<file path="config.mk">
export PLATFORM = sky130hd
export DESIGN_NAME = radix_2_div_flat
export DESIGN_NICKNAME = d
export VERILOG_FILES = /design/src/rtl/radix_2_div_if.sv /design/src/rtl/radix_2_div.sv /design/src/flat_wrapper.sv
export SDC_FILE = /design/constraint.sdc
export NUM_CORES = 1
export LEC_CHECK = 0
export BUFFER_PORTS_ARGS = -buffer_cell sky130_fd_sc_hd__buf_2
export CORE_AREA = 2 2 159 161
export DETAILED_ROUTE_END_ITERATION = 7
export DIE_AREA = 0 0 161 163
export PLACE_DENSITY_LB_ADDON = 0.3
export SYNTH_ARGS = -nofsm -noshare
export SYNTH_HDL_FRONTEND = slang
export SYNTH_SLANG_ARGS = --single-unit
export TNS_END_PERCENT = 100
</file>
<file path="constraint.sdc">
create_clock -name clk -period 6.6 [get_ports clk]
set_clock_uncertainty 0.1 [all_clocks]
set_input_delay 1.32 -clock clk [delete_from_list [all_inputs] [get_ports clk]]
set_output_delay 1.32 -clock clk [all_outputs]
set_load 0.02 [all_outputs]
</file>
<file path="src/rtl/radix_2_div_if.sv">
// Request/result bundle between the MDU top and the radix-2 divider.
// The master side (MDU top) presents operands and the consumer stall.
// The slave side (divider) returns the result, its valid flag and busy.
interface radix_2_div_if;
    logic [31:0] dividend;
    logic [31:0] divisor;
    logic        div_in_valid;
    logic [1:0]  div_type;
    logic        cpu_busy;
    logic [31:0] div_out;
    logic        div_out_valid;
    logic        div_busy;

    modport master (
        output dividend,
        output divisor,
        output div_in_valid,
        output div_type,
        output cpu_busy,
        input  div_out,
        input  div_out_valid,
        input  div_busy
    );

    modport slave (
        input  dividend,
        input  divisor,
        input  div_in_valid,
        input  div_type,
        input  cpu_busy,
        output div_out,
        output div_out_valid,
        output div_busy
    );
endinterface

</file>
<file path="src/rtl/radix_2_div.sv">
// Iterative RV32M divider/remainder unit (DIV, DIVU, REM, REMU).
// Restoring division, one quotient bit per clock (32 iterations).
// Divide-by-zero and signed overflow bypass the iterations and finish
// in the acceptance cycle. The result is held in DONE while cpu_busy is high.
module radix_2_div (
    input  logic          clk,
    input  logic          rst,
    radix_2_div_if.slave  bus
);

    typedef enum logic [1:0] {
        IDLE = 2'd0,
        CALC = 2'd1,
        DONE = 2'd2
    } state_t;

    state_t      r_state;
    state_t      w_state_nxt;

    // Operation context captured at acceptance
    logic        r_sel_rem;   // 1: return remainder, 0: return quotient
    logic        r_neg_q;     // quotient must be negated at the end
    logic        r_neg_r;     // remainder must be negated at the end

    // Iteration datapath
    logic [31:0] r_dvd;       // dividend magnitude, shifted out MSB first
    logic [31:0] r_dvs;       // divisor magnitude
    logic [31:0] r_rem;       // partial remainder (always < divisor)
    logic [31:0] r_quo;       // quotient being assembled
    logic [4:0]  r_cnt;       // iteration counter

    // Registered outputs
    logic [31:0] r_div_out;
    logic        r_div_out_valid;
    logic        r_div_busy;

    // Combinational helpers
    logic        w_signed_req;
    logic        w_div_zero;
    logic        w_overflow;
    logic        w_special;
    logic [31:0] w_dvd_mag;
    logic [31:0] w_dvs_mag;
    logic [31:0] w_special_out;
    logic [32:0] w_shift;
    logic [32:0] w_diff;
    logic [31:0] w_rem_step;
    logic [31:0] w_quo_step;
    logic [31:0] w_quo_final;
    logic [31:0] w_rem_final;
    logic        w_accept;
    logic        w_last_iter;
    logic        w_busy_nxt;
    logic        w_valid_nxt;

    assign bus.div_out       = r_div_out;
    assign bus.div_out_valid = r_div_out_valid;
    assign bus.div_busy      = r_div_busy;

    // Request decode: operand magnitudes and single-cycle special results
    always_comb begin
        w_signed_req  = ~bus.div_type[0];
        w_div_zero    = (bus.divisor == 32'd0);
        w_overflow    = w_signed_req
                        && (bus.dividend == 32'h8000_0000)
                        && (bus.divisor  == 32'hFFFF_FFFF);
        w_special     = w_div_zero | w_overflow;
        w_dvd_mag     = bus.dividend;
        w_dvs_mag     = bus.divisor;
        w_special_out = 32'd0;
        if (w_signed_req && bus.dividend[31]) begin
            w_dvd_mag = 32'd0 - bus.dividend;
        end else begin
            w_dvd_mag = bus.dividend;
        end
        if (w_signed_req && bus.divisor[31]) begin
            w_dvs_mag = 32'd0 - bus.divisor;
        end else begin
            w_dvs_mag = bus.divisor;
        end
        // Divide-by-zero wins over overflow; overflow needs divisor = -1
        if (w_div_zero) begin
            w_special_out = bus.div_type[1] ? bus.dividend : 32'hFFFF_FFFF;
        end else if (w_overflow) begin
            w_special_out = bus.div_type[1] ? 32'd0 : 32'h8000_0000;
        end else begin
            w_special_out = 32'd0;
        end
    end

    // One restoring step plus the sign-corrected final result
    always_comb begin
        w_shift = {r_rem, r_dvd[31]};
        w_diff  = w_shift - {1'b0, r_dvs};
        if (!w_diff[32]) begin
            w_rem_step = w_diff[31:0];
            w_quo_step = {r_quo[30:0], 1'b1};
        end else begin
            w_rem_step = w_shift[31:0];
            w_quo_step = {r_quo[30:0], 1'b0};
        end
        if (r_neg_q) begin
            w_quo_final = 32'd0 - w_quo_step;
        end else begin
            w_quo_final = w_quo_step;
        end
        if (r_neg_r) begin
            w_rem_final = 32'd0 - w_rem_step;
        end else begin
            w_rem_final = w_rem_step;
        end
    end

    // State register
    always_ff @(posedge clk or posedge rst) begin
        if (rst) begin
            r_state <= IDLE;
        end else begin
            r_state <= w_state_nxt;
        end
    end

    // Next-state logic
    always_comb begin
        w_state_nxt = r_state;
        case (r_state)
            IDLE: begin
                if (bus.div_in_valid) begin
                    w_state_nxt = w_special ? DONE : CALC;
                end else begin
                    w_state_nxt = IDLE;
                end
            end
            CALC: begin
                if (r_cnt == 5'd31) begin
                    w_state_nxt = DONE;
                end else begin
                    w_state_nxt = CALC;
                end
            end
            DONE: begin
                if (!bus.cpu_busy) begin
                    w_state_nxt = IDLE;
                end else begin
                    w_state_nxt = DONE;
                end
            end
            default: w_state_nxt = IDLE;
        endcase
    end

    // Output decode: status flags follow the state being entered
    always_comb begin
        w_accept    = (r_state == IDLE) && bus.div_in_valid;
        w_last_iter = (r_state == CALC) && (r_cnt == 5'd31);
        w_busy_nxt  = (w_state_nxt != IDLE);
        w_valid_nxt = (w_state_nxt == DONE);
    end

    // Registered status outputs
    always_ff @(posedge clk or posedge rst) begin
        if (rst) begin
            r_div_out_valid <= 1'b0;
            r_div_busy      <= 1'b0;
        end else begin
            r_div_out_valid <= w_valid_nxt;
            r_div_busy      <= w_busy_nxt;
        end
    end

    // Datapath: operand capture, iteration and result register
    always_ff @(posedge clk or posedge rst) begin
        if (rst) begin
            r_sel_rem <= 1'b0;
            r_neg_q   <= 1'b0;
            r_neg_r   <= 1'b0;
            r_dvd     <= 32'd0;
            r_dvs     <= 32'd0;
            r_rem     <= 32'd0;
            r_quo     <= 32'd0;
            r_cnt     <= 5'd0;
            r_div_out <= 32'd0;
        end else if (w_accept) begin
            r_sel_rem <= bus.div_type[1];
            r_neg_q   <= w_signed_req && (bus.dividend[31] ^ bus.divisor[31]);
            r_neg_r   <= w_signed_req && bus.dividend[31];
            r_dvd     <= w_dvd_mag;
            r_dvs     <= w_dvs_mag;
            r_rem     <= 32'd0;
            r_quo     <= 32'd0;
            r_cnt     <= 5'd0;
            if (w_special) begin
                r_div_out <= w_special_out;
            end else begin
                r_div_out <= r_div_out;
            end
        end else if (r_state == CALC) begin
            r_dvd <= {r_dvd[30:0], 1'b0};
            r_rem <= w_rem_step;
            r_quo <= w_quo_step;
            r_cnt <= r_cnt + 5'd1;
            if (w_last_iter) begin
                r_div_out <= r_sel_rem ? w_rem_final : w_quo_final;
            end else begin
                r_div_out <= r_div_out;
            end
        end else begin
            r_div_out <= r_div_out;
        end
    end

endmodule

</file>
<file path="src/flat_wrapper.sv">
// flat-port wrapper written by rule: the top's interface ports become plain ports
module radix_2_div_flat 
  (clk, rst, bus_dividend, bus_divisor, bus_div_in_valid, bus_div_type, bus_cpu_busy, bus_div_out, bus_div_out_valid, bus_div_busy);
  radix_2_div_if bus_i ();
  input  logic clk;
  input  logic rst;
  input wire logic [$bits(bus_i.dividend)-1:0] bus_dividend;
  input wire logic [$bits(bus_i.divisor)-1:0] bus_divisor;
  input wire logic [$bits(bus_i.div_in_valid)-1:0] bus_div_in_valid;
  input wire logic [$bits(bus_i.div_type)-1:0] bus_div_type;
  input wire logic [$bits(bus_i.cpu_busy)-1:0] bus_cpu_busy;
  output wire logic [$bits(bus_i.div_out)-1:0] bus_div_out;
  output wire logic [$bits(bus_i.div_out_valid)-1:0] bus_div_out_valid;
  output wire logic [$bits(bus_i.div_busy)-1:0] bus_div_busy;
  assign bus_i.dividend = bus_dividend;
  assign bus_i.divisor = bus_divisor;
  assign bus_i.div_in_valid = bus_div_in_valid;
  assign bus_i.div_type = bus_div_type;
  assign bus_i.cpu_busy = bus_cpu_busy;
  assign bus_div_out = bus_i.div_out;
  assign bus_div_out_valid = bus_i.div_out_valid;
  assign bus_div_busy = bus_i.div_busy;
  radix_2_div u_core (.clk(clk), .rst(rst), .bus(bus_i));
endmodule
</file>
After elaboration in Yosys (flattened, before gate mapping)
Index checks and enable logic that the tools add are counted.
{"block": "totals", "word_cells": 69, "out_inout_bits": 34, "regBits": 171, "inputBits": 70}
{"block": "op_classes", "n_reduce_logical": 13, "addsub": 6, "bitwise_logic": 3, "mux": 28, "n_eq_ne": 7}
{"operator": "two-way mux 32 bit", "count": 18}
{"operator": "subtractor 1 x 32 -> 32 bit (first input constant)", "count": 4}
{"operator": "== test 32 bit (second input constant)", "count": 2}
{"operator": "two-way mux 31 bit", "count": 2}
{"operator": "subtractor 33 x 32 -> 33 bit", "count": 1}
{"operator": "zero test 32 bit", "count": 1}
{"operator": "two-way mux 5 bit", "count": 2}
{"operator": "two-way mux 2 bit", "count": 4}
{"operator": "logical AND 1 bit", "count": 7}
{"operator": "one-hot mux 2 bit (3 select lines)", "count": 1}
{"operator": "nonzero test 2 bit", "count": 3}
{"operator": "adder 5 x 1 -> 5 bit (second input constant)", "count": 1}
{"operator": "== test 5 bit (second input constant)", "count": 1}
{"operator": "== test 2 bit (second input constant)", "count": 2}
{"operator": "AND reduction 3 bit", "count": 1}
{"operator": "== test 2 x 1 -> 1 bit (second input constant)", "count": 1}
{"operator": "zero test 2 bit", "count": 1}
{"operator": "inequality test 2 x 1 -> 1 bit (second input constant)", "count": 1}
{"operator": "two-way mux 1 bit", "count": 1}
{"operator": "NOT 1 bit", "count": 1}
{"operator": "OR 1 bit", "count": 1}
{"operator": "bitwise XOR 1 bit", "count": 1}

Depth between registers and ports, before layout
{"block": "depth", "word_depth": 8, "depth_mapped": 24}

Worst setup path before layout
OpenSTA, ideal clock, no wires.
{"block": "synth_timing", "path_kind": "register to register", "startpoint": "reg u_core.r_rem[1]", "endpoint": "reg u_core.r_div_out[30] (netlist: u_core.bus.div_out[30])", "path_slack_ns": 1.123, "path_stages_with_launch": 23, "arrival_time_ns": 5.259, "n_path_buf": 3, "setup_time_ns": 0.118, "synth_period_minus_slack_ns": 5.477, "path_cell_list": "dfrtp_1 ha_1 nor2b_1 o31a_1 o31ai_4 a211oi_1 nor3_1 nor2_4 inv_1 buf_2 buf_2 buf_2 ha_1 nand3b_1 or3_1 or4_4 or3_4 o31ai_4 nand3_2 xor2_1 a222oi_1 o211ai_1 a21o_1"}
{"block": "synth_between", "elab_chain_len": 8}
{"element": "from (decl)", "line_no": "radix_2_div.sv:28", "text": "logic [31:0] r_rem;"}
{"element": "from (signal assigned)", "line_no": "radix_2_div.sv:199", "text": "r_rem <= w_rem_step;"}
{"element": "subtractor 33 x 32 -> 33 bit", "line_no": "radix_2_div.sv:94", "text": "w_diff = w_shift - {1'b0, r_dvs};"}
{"element": "two-way mux 1 bit or two-way mux 32 bit (tied branches)", "line_no": "radix_2_div.sv:95", "text": "if (!w_diff[32]) begin"}
{"element": "subtractor 1 x 32 -> 32 bit, on equally long branches", "line_no": "radix_2_div.sv:103, radix_2_div.sv:108"}
{"element": "two-way mux 32 bit, on equally long branches", "line_no": "radix_2_div.sv:102, radix_2_div.sv:107"}
{"element": "two-way mux 32 bit *", "line_no": "radix_2_div.sv:203", "text": "r_div_out <= r_sel_rem ? w_rem_final : w_quo_final;"}
{"element": "two-way mux 32 bit *", "line_no": "radix_2_div.sv:202", "text": "if (w_last_iter) begin"}
{"element": "two-way mux 32 bit *", "line_no": "radix_2_div.sv:197", "text": "end else if (r_state == CALC) begin"}
{"element": "two-way mux 32 bit *", "line_no": "radix_2_div.sv:183", "text": "end else if (w_accept) begin"}
{"element": "to (signal assigned)", "line_no": "radix_2_div.sv:203"}
{"element": "to (signal assigned)", "line_no": "radix_2_div.sv:205", "text": "r_div_out <= r_div_out;"}
{"element": "to (signal assigned)", "line_no": "radix_2_div.sv:208", "text": "r_div_out <= r_div_out;"}
{"element": "to (decl)", "line_no": "radix_2_div.sv:33", "text": "logic [31:0] r_div_out;"}
Every way passes the cells marked *; elsewhere a longest branch is shown, timed or not. The select of a mux whose other input is x is not followed.
A chain may end at the register's enable or synchronous reset.

Final worst setup path
{"block": "layout_timing", "startpoint": "reg u_core.r_dvd[31]", "endpoint": "reg u_core.r_div_out[30] (netlist: u_core.bus.div_out[30])"}
{"block": "layout_between", "elab_chain_len": 8}
{"element": "from (decl)", "line_no": "radix_2_div.sv:26", "text": "logic [31:0] r_dvd;"}
{"element": "from (signal assigned)", "line_no": "radix_2_div.sv:187", "text": "r_dvd <= w_dvd_mag;"}
{"element": "from (signal assigned)", "line_no": "radix_2_div.sv:198", "text": "r_dvd <= {r_dvd[30:0], 1'b0};"}
{"element": "subtractor 33 x 32 -> 33 bit", "line_no": "radix_2_div.sv:94"}
{"element": "two-way mux 1 bit or two-way mux 32 bit (tied branches)", "line_no": "radix_2_div.sv:95"}
{"element": "subtractor 1 x 32 -> 32 bit, on equally long branches", "line_no": "radix_2_div.sv:103, radix_2_div.sv:108"}
{"element": "two-way mux 32 bit, on equally long branches", "line_no": "radix_2_div.sv:102, radix_2_div.sv:107"}
{"element": "two-way mux 32 bit *", "line_no": "radix_2_div.sv:203"}
{"element": "two-way mux 32 bit *", "line_no": "radix_2_div.sv:202"}
{"element": "two-way mux 32 bit *", "line_no": "radix_2_div.sv:197"}
{"element": "two-way mux 32 bit *", "line_no": "radix_2_div.sv:183"}
Marks and branches as above.

==> flow_metrics.py <==
metrics = {
    "detailed_routing": {
        "drc": 0,
        "via_per_inst": 6.343,
        "num_vias": 12622,
        "drtIter0Drc": 1415,
        "drtAntennaViolNets": 0,
        "wirelength_mm": 40.57,
        "wl_per_cell_um": 20.39,
        "first_pass_iters": 6,
    },
    "floorplanning": {
        "start_util_pct": 51.69,
        "fp.dieH_um": 163,
        "die_w_um": 161,
        "core_um2": 24670,
        "die-area_um2": 26240,
        "io_pins": 104,
        "fp-row-count": 58,
    },
    "clock_tree": {
        "postCtsResizedCells": 0,
        "clk_pin_slew_ps": 80,
        "tritoncts": "yes",
        "cts_buffers": 17,
        "cts_num_sinks": 171,
        "clk_latency_ps": 450,
        "hold_buffers": 0,
        "root_buffer": "clkbuf_16",
        "cts_buffer_depth": 2,
        "cts_max_level": 4,
        "cts_setup_buffers": 0,
    },
    "worst_setup_path": {
        "startpoint_type": "flip-flop",
        "slowest_delay_ps": 470,
        "cp-end-kind": "flip-flop",
        "crit_family": "compound AO/OA/AOI/OAI gates",
        "critPathBufInv": 3,
        "cp_cell_sequence": "inv_1, ha_1, fa_1, nor2b_1, o31a_1, o31ai_4, a211oi_1, o21a_1, buf_4, nor2_4, inv_1, ha_1, nand3b_1, or3_1, or4_4, or3_4, o31ai_4, nand3_2, xor2_1, a222oi_1, o211ai_1, a21o_1",
        "cp_max_fo": 13,
        "critPathSlowestCell": "or4_4",
        "worstPathArrival_ps": 5720,
        "path_class": "flip-flop to flip-flop",
        "worstPathRequired_ps": 6840,
    },
    "synth": {
        "seq_area_frac_synth_pct": 33.55,
        "syn_inst": 1604,
        "ys_warn_count": 0,
        "synth.distinct_cells": 83,
        "synth.cell_area_um2": 12750,
        "syn_area_per_cell_um2": 7.952,
        "synth_fp_nets": 1714,
        "synth_seq_cells": 171,
        "synth_edf_count": 0,
        "synth_flop_cell": "dfrtp_1",
        "async_flop_share_pct": 100.0,
    },
    "global_routing": {
        "overflow": 0,
        "grt_start_max_net_pins": 111,
        "grtUsageTotal_pct": 30.79,
        "grt_pass1_wl_mm": 64.13,
        "grt_pass1_vias": 11786,
        "antenna_found_initial": 1,
    },
    "sta": {
        "hold_viol": 0,
        "setup_tns_ps": 0,
        "timing.final.max_slew_violations": 0,
        "slew_headroom_pct": 22.62,
        "worstMarginPinSlew_ps": 1161,
        "rsz0062_at_grt": "false",
        "fin_crit_sh_pct": 83.08,
        "period_minus_slack_ps": 5483,
        "max_freq_mhz": 182.4,
        "finalSetupViolCount": 0,
    },
    "placed_design": {
        "port_buffers": 103,
        "gp_congestion": 0.9774,
        "dp_hpwl_mm": 30.34,
    },
    "run": {
        "drv_cap": 0,
    },
    "finish": {
        "area_delta_synth_final_pct": 10.16,
        "drive_above_1_share_pct": 11.03,
        "final_nets": 1756,
    },
    "hold_path": {
        "min_path_type": "flip-flop to flip-flop",
    },
    "status": {
        "outcome": "completed",
    },
}
final cells by class:
cell class / count / area, um^2
antenna: 1 / 2.502
timing repair buffer: 121 / 650.6
clock inverter: 14 / 153.9
tap: 330 / 412.9
clock buffer: 18 / 429.2
inverter: 58 / 222.7
fill: 2359 / 10620
sequential: 171 / 4279
multi-input combinational: 1277 / 7900
state kept, by name, summed over array words and instances (netlist names):
signal / cells
u_core.bus.div_out_valid: 1
u_core.r_neg_r: 1
u_core.bus.div_out: 32
u_core.r_sel_rem: 1
u_core.r_rem: 32
u_core.bus.div_busy: 1
u_core.r_state: 2
u_core.r_neg_q: 1
u_core.r_dvs: 32
u_core.r_cnt: 5
u_core.r_quo: 31
u_core.r_dvd: 32
placed cells by master (no fill, tap or decap), types with 25 or more instances in the layout:
master,netlist,layout
nand3_1,78,78
o21ai_0,173,173
nand2_1,221,221
a21oi_1,110,110
xor2_1,49,49
dfrtp_1,171,171
xnor2_1,81,81
mux2i_1,25,25
nor2_1,91,91
inv_1,57,56
buf_2,6,103
nor3_1,32,32
ha_1,39,39
path summary, 6_finish.rpt:
kind                                        from                     end  slack, ps  depth (start not counted)
hold reg to reg            u_core.bus.div_out[5]   u_core.bus.div_out[5]        380                          1
setup / recovery                u_core.r_dvd[31]  u_core.bus.div_out[30]       1120                         22
min in group asynchronous                    rst         u_core.r_cnt[3]        820                          2
setup reg to reg                u_core.r_dvd[31]  u_core.bus.div_out[30]       1120                         22
max in group asynchronous                    rst          u_core.r_neg_q       4350                          3
hold / removal             u_core.bus.div_out[5]   u_core.bus.div_out[5]        380                          1
cell families (layout without fill, tap and decap cells):
kind of cell / Yosys count / count (layout) / share of synthesized area (%)
AOI/OAI and AO/OA: 502 / 502 / 24.84
adders and majority gates: 40 / 40 / 3.983
DFF: 171 / 171 / 33.55
buffers and inverters: 156 / 211 / 4.650
other: 0 / 1 / 0
muxes: 26 / 26 / 2.050
xor gates and xnor gates: 130 / 130 / 8.927
and+or+nand+nor: 579 / 579 / 22.00
cells in the mapped netlist (5+ instances only):
cell | instances | share of area, %
and2_1 | 12 | 0.59
nor2_1 | 91 | 2.7
a211o_1 | 5 | 0.34
a21oi_1 | 110 | 4.3
nor3_1 | 32 | 1.3
buf_2 | 6 | 0.24
xnor2_1 | 81 | 5.6
nor4_1 | 19 | 0.93
a222oi_1 | 5 | 0.39
nor2b_1 | 11 | 0.54
a22oi_1 | 20 | 1.2
nand2_1 | 221 | 6.5
dfrtp_1 | 171 | 34
o41ai_1 | 11 | 0.76
xor2_1 | 49 | 3.4
o211ai_1 | 21 | 1.2
o22ai_1 | 17 | 0.83
o21ai_0 | 173 | 6.8
a21boi_0 | 9 | 0.53
buf_1 | 8 | 0.24
ha_1 | 39 | 3.8
a21o_1 | 14 | 0.82
a211oi_1 | 8 | 0.47
and3_1 | 8 | 0.39
clkbuf_1 | 84 | 2.5
nand3_1 | 78 | 3.1
o31ai_1 | 21 | 1.2
o2111ai_1 | 5 | 0.34
a31oi_1 | 20 | 0.98
inv_1 | 57 | 1.7
nand2b_1 | 17 | 0.83
or2_2 | 9 | 0.44
o31a_1 | 6 | 0.41
mux2i_1 | 25 | 2.0
nand4_1 | 19 | 0.93
o21a_1 | 15 | 0.88
or4_1 | 13 | 0.77
or3_1 | 19 | 0.93
a221oi_1 | 7 | 0.48
layer usage:
metal,global-route usage [%],wire length [um],vias to the layer above
met4,12.87,1533,0
li1,-,-,5895
met3,3.998,2804,102
met5,0,0,-
met2,51.37,19080,604
met1,40.55,17150,6021
through the flow:
stage / instances / utilization, % / hold slack (ps) / instance area, um^2 / worst slack (ps)
global placement: 1957 / 54.57 / 357.2 / 13470 / 1314
CTS: 1989 / 56.94 / 379.8 / 14050 / 1190
finish: 1990 / 56.95 / 378.7 / 14050 / 1117
floorplan: 1604 / - / 345.8 / 12750 / 548.2
global route: 1989 / 56.94 / 403.2 / 14050 / 795.4
detailed placement: 1957 / 54.57 / 359.4 / 13470 / 1205
worst reg2reg max path: cells and delay by family (launching register included):
| kind | cells | cell delay (ps) |
|---|---|---|
| AOI/OAI and AO/OA | 8 | 1770 |
| DFF | 1 | 400 |
| adders and majority gates | 3 | 810 |
| buffers and inverters | 3 | 390 |
| xor gates and xnor gates | 1 | 150 |
| and+or+nand+nor | 7 | 1780 |
Power is not shown: default switching activity piles up to over one toggle a cycle in this logic, so the estimate is an artifact.
